$ cat src/rtl/y_sig_pkg.sv
// Shared types and defaults for the y-bus signature checker.
package y_sig_pkg;

    localparam int unsigned Y_DW          = 191;
    localparam int unsigned Y_SW          = 32;
    localparam logic [31:0] Y_POLY        = 32'h04C11DB7;
    localparam logic [31:0] Y_SEED        = 32'h00000000;
    localparam int unsigned Y_TIMEOUT_CYC = 64;

    function automatic int unsigned nwords(input int unsigned dw, input int unsigned sw);
        return (dw + sw - 1) / sw;
    endfunction

    localparam int unsigned Y_NWORDS = nwords(Y_DW, Y_SW);

    typedef enum logic [1:0] {
        IDLE = 2'd0,
        RUN  = 2'd1,
        DONE = 2'd2
    } state_t;

endpackage

$ cat src/rtl/y_signature_checker_sig_misr.sv
// Folds the y bus into one signature-wide word and computes the next MISR value.
module sig_misr
    import y_sig_pkg::*;
#(
    parameter int unsigned        DW   = Y_DW,
    parameter int unsigned        SW   = Y_SW,
    parameter logic [SW-1:0]      POLY = SW'(Y_POLY)
) (
    input  logic [SW-1:0] sig,
    input  logic [DW-1:0] y,
    output logic [SW-1:0] sig_next
);

    localparam int unsigned NWORDS = nwords(DW, SW);
    localparam int unsigned PW     = NWORDS * SW;

    logic [PW-1:0] y_pad;
    logic [SW-1:0] fold;

    assign y_pad = PW'(y);

    // XOR-compact the zero-padded bus, one SW-bit word at a time
    always_comb begin
        fold = '0;
        for (int i = 0; i < int'(NWORDS); i++) begin
            fold = fold ^ y_pad[i*SW +: SW];
        end
    end

    assign sig_next = {sig[SW-2:0], 1'b0} ^ (sig[SW-1] ? POLY : '0) ^ fold;

endmodule

$ cat config.mk
export PLATFORM = sky130hd
export DESIGN_NAME = sig_misr
export DESIGN_NICKNAME = d
export VERILOG_FILES = /design/src/rtl/y_sig_pkg.sv /design/src/rtl/y_signature_checker_sig_misr.sv
export SDC_FILE = /design/constraint.sdc
export NUM_CORES = 1
export LEC_CHECK = 0
export ABC_AREA = 1
export BUFFER_PORTS_ARGS = -buffer_cell sky130_fd_sc_hd__buf_2
export CORE_MARGIN = 1.5
export CORE_UTILIZATION = 41
export DETAILED_ROUTE_END_ITERATION = 10
export PLACE_DENSITY = 0.79
export SYNTH_ARGS = -nofsm -noshare
export SYNTH_HDL_FRONTEND = slang
export SYNTH_SLANG_ARGS = --single-unit
$ cat constraint.sdc
create_clock -name vclk -period 1.2
set_clock_uncertainty 0.15 [all_clocks]
set_input_delay 0.24 -clock vclk [all_inputs]
set_output_delay 0.24 -clock vclk [all_outputs]
set_load 0.02 [all_outputs]
Word level (Yosys, flattened, before mapping)
Index checks and enable logic that the tools add are counted.
- register bits: 0
- output and inout bits: 32
- mux-type cells: 1
- bitwise gates (word level): 7
- operators by type and width (operator ; count):
    $xor A32 B32 Y32 ; 5
    $xor A32 B27 Y32 ; 1
    $xor A32 B31 Y32 ; 1
    $mux W27 ; 1

Depth between registers and ports, before layout
- depth after elaboration: 6
- mapped depth: 10
- depth with buffers taken out: 8

Worst setup path after synthesis
No wires, ideal clock.
- path kind: input to output
- from: in sig[31]
- to: out sig_next[0]
- arrival: 1.078 ns
- required time: 0.810 ns
- setup slack: -0.268 ns
- stages on the path: 10
- buffers on the path: 2
- cell sequence: buf_6 -> buf_12 -> inv_2 -> nand2_2 -> nand2_1 -> nand2_1 -> nand2_1 -> nand2_1 -> inv_1 -> nor2_1
- word-level cells in the longest chain between the ends: 3
- ends and longest elaborated chain (item ; RTL line ; text):
    start: declaration ; y_signature_checker_sig_misr.sv:9 ; input logic [SW-1:0] sig,
    $mux W27 ; y_signature_checker_sig_misr.sv:30 ; assign sig_next = {sig[SW-2:0], 1'b0} ^ (sig[SW-1] ? POLY : '0) ^ fold;
    $xor A32 B27 Y32 ; y_signature_checker_sig_misr.sv:30 ;
    $xor A32 B32 Y32 ; y_signature_checker_sig_misr.sv:30 ;
    end: declaration ; y_signature_checker_sig_misr.sv:11 ; output logic [SW-1:0] sig_next
No other way between the ends.

Final worst setup path
- from: in sig[31]
- to: out sig_next[8]
The elaborated chain is that of the path after synthesis.

==> flow_summary_export.csv <==
group,metric,value,unit
outcome,status,"complete, but fails checks",
outcome,violations,"negative setup slack",
timing,worstMarginPinSlew,0.2314,ns
synthesis,synthCells,918,
hold_path,hold_depth,5,
routing,drt-pass1-iter-count,5,
global_route,grt_use_total,24.13,%
synthesis,syn_nets,1141,
place,port_buffers,255,
die,io_pins,255,
timing,rsz0062_at_grt,"true",
setup_path,end_kind,"output port",
pwr,pwr-share-comb,100.0,%
timing,maxSlewHeadroom,84.50,%
die,core_area,0.009240,sq mm
die,die_y,100.8,microns
synthesis,yosys_warnings,0,
setup_path,crit_required,0.81,ns
synthesis,yosysTopAreaCell,"nand2_1",
die,start_util,42.48,%
final_layout,fin_nets,1400,
place,dp_cells,1301,
final_layout,syn_to_final_growth,80.55,%
synthesis,synth_area,0.003925,sq mm
setup_path,startpoint,"sig[31]",
routing,avgViaCountPerCell,4.860,
pwr,clockPowerShare,0,%
setup_path,cp.arrival,1.16,ns
pwr,p_int,0.001610,W
timing,slew_violations,0,
global_route,grt_max_degree,10,
synthesis,netlist.area_leader.share,50.69,%
hold_path,hp-class,"input pin to output port",
final_layout,seq_cells,0,
timing,post-route-period-util,129.1,%
final_layout,fillCellCount,656,
pwr,cellLeakagePower,4.728,nW
setup_path,crit_fanout,6,
place,place_area,0.005408,sq mm
timing,holdWs,0.7161,ns
clock_tree,postCtsSetupBuffers,0,
die,die_area,0.01017,sq mm
run,cap_violations,0,
synthesis,ys_types,12,
synthesis,ys_top_cells_by_area,"nand2_1 51%, inv_1 21%, xnor2_1 8.3%",
routing,via_count,6342,
place,dp_slack,-0.4024,ns
final_layout,seq_area,0,sq um
synthesis,yosysSeqAreaShare,0,%
timing,clock.fmax,0.6453,GHz
clock_tree,hold_buffers,0,
pwr,ir_drop,0.3844,mV
routing,drc,0,
global_route,overflow,0,
hold_path,hp-start,"y[127]",
routing,ant_nets,0,
routing,wl_per_cell,13.49,microns
pwr,p_sw_share,53.06,%
timing,min_period,1.550,ns
final_layout,clock_buffers,0,
timing,hold_viol,0,
setup_path,worstSetupPathType,"input pin to output port",
global_route,grt_pass1_vias,5116,
die,die_x,100.8,microns
final_layout,final_layout_size_suffix_gt1_share,40.26,%
hold_path,hold_end,"sig_next[31]",
final_layout,design_area,0.007087,sq mm
synthesis,syn_avg_cell_area,4.276,sq um
routing,drt_iter0_drc,266,
timing,setup_viol,32,
global_route,antenna_found_initial,0,
place,gp_congestion,0.8029,
pwr,seqPwrFrac,0,%
global_route,grt_pass1_wl,20600,microns
pwr,finalPower,0.003429,W
pwr,p_per_area,483.8,mW/mm^2
setup_path,start_kind,"input pin",
place,dpl.hpwl,9381,microns
die,rows,35,
final_layout,finalNonFillerCells,1305,
routing,wirelength,17610,microns
pwr,p_switching,0.001819,W
timing,worst_slack,-0.3496,ns
==> power by group through the flow <==
stage | logic (W) | clock network, W | registers (W)
2_1_floorplan | 0.00147 | 0 | 0
3_3_place_gp | 0.00226 | 0 | 0
3_5_place_dp | 0.00231 | 0 | 0
4_1_cts | 0.00289 | 0 | 0
5_1_grt | 0.00369 | 0 | 0
6_report | 0.00343 | 0.000000000111 | 0
==> Yosys cell counts <==
master,n
xnor2_1,37
buf_6,2
nand3b_1,2
nand2_2,1
inv_2,1
xor2_1,36
buf_12,1
nor2_1,52
nand2_1,530
nand3_1,34
inv_1,218
nor2_4,4
==> final cells by class <==
| cell class | count | area (sq um) | share of cell area (%) |
|---|---|---|---|
| Multi-Input combinational cell | 696 | 3755 | 52.98 |
| Timing Repair Buffer | 260 | 2326 | 32.82 |
| Antenna cell | 1 | 2.502 | 0.03531 |
| Tap cell | 129 | 161.4 | 2.278 |
| Inverter | 219 | 842.1 | 11.88 |
==> routing by layer <==
metal	up-vias	track usage, %	part of all wire [%]
met2	387	49.79	50
met5	-	0	0
met1	2750	24.67	34
met4	0	6.284	6.6
li1	3091	-	-
met3	114	3.675	9.6
==> logic make-up (layout without fill, tap and decap cells) <==
group | after synthesis | in the layout | share of synthesized area [%]
AND/OR/NAND/NOR | 623 | 623 | 61.68
buffers and inverters | 222 | 479 | 22.03
other | 0 | 1 | 0
XOR/XNOR | 73 | 73 | 16.29
==> metrics by stage <==
stage | TNS, ns | util, %
floorplan | -2.013 | -
global placement | -6.415 | 58.52
detailed placement | -6.995 | 58.52
CTS | -5.074 | 69.74
global route | -9.082 | 76.67
finish | -7.582 | 76.70
==> worst max path at each step <==
stage / to / slack, ns / cells past startpoint
after floorplan: sig_next[1] / -0.15 / 10
after global placement: sig_next[7] / -0.38 / 11
after detailed placement: sig_next[7] / -0.40 / 11
after CTS: sig_next[11] / -0.31 / 11
after global routing: sig_next[8] / -0.41 / 11
final: sig_next[8] / -0.35 / 11
==> worst max-delay path: stages <==
cell,delay [ns]
buf_12,0.13
clkbuf_16,0.16
nand2_4,0.05
inv_1,0.03
nor2_1,0.09
nand2_1,0.06
nand2_1,0.09
inv_1,0.04
nand2_1,0.07
nand2_2,0.06
buf_6,0.13
==> cells in the final DEF, fill, tap and decap left out, types with 2 or more instances in the layout <==
cell type    n
inv_2       49
buf_2      118
buf_6      117
nor2_4      12
nand2_4     14
inv_1      163
nor2_1      37
xnor2_2     22
nand3_1     29
buf_12       3
xor2_1      23
xnor2_1     14
nand3_2      5
nor2_2       7
buf_16       2
nand3b_1     2
buf_8       18
xor2_2      13
nand2_1    434
nand2_2     83
inv_4        6
==> repair_timing <==
item                       CTS  global route
setup endpoints to repair   32            32
hold endpoints to repair     0             0
gates resized for setup    255           162
pin swaps                  204           153
cloned                       2             1
(Power assumes the default switching activity.)
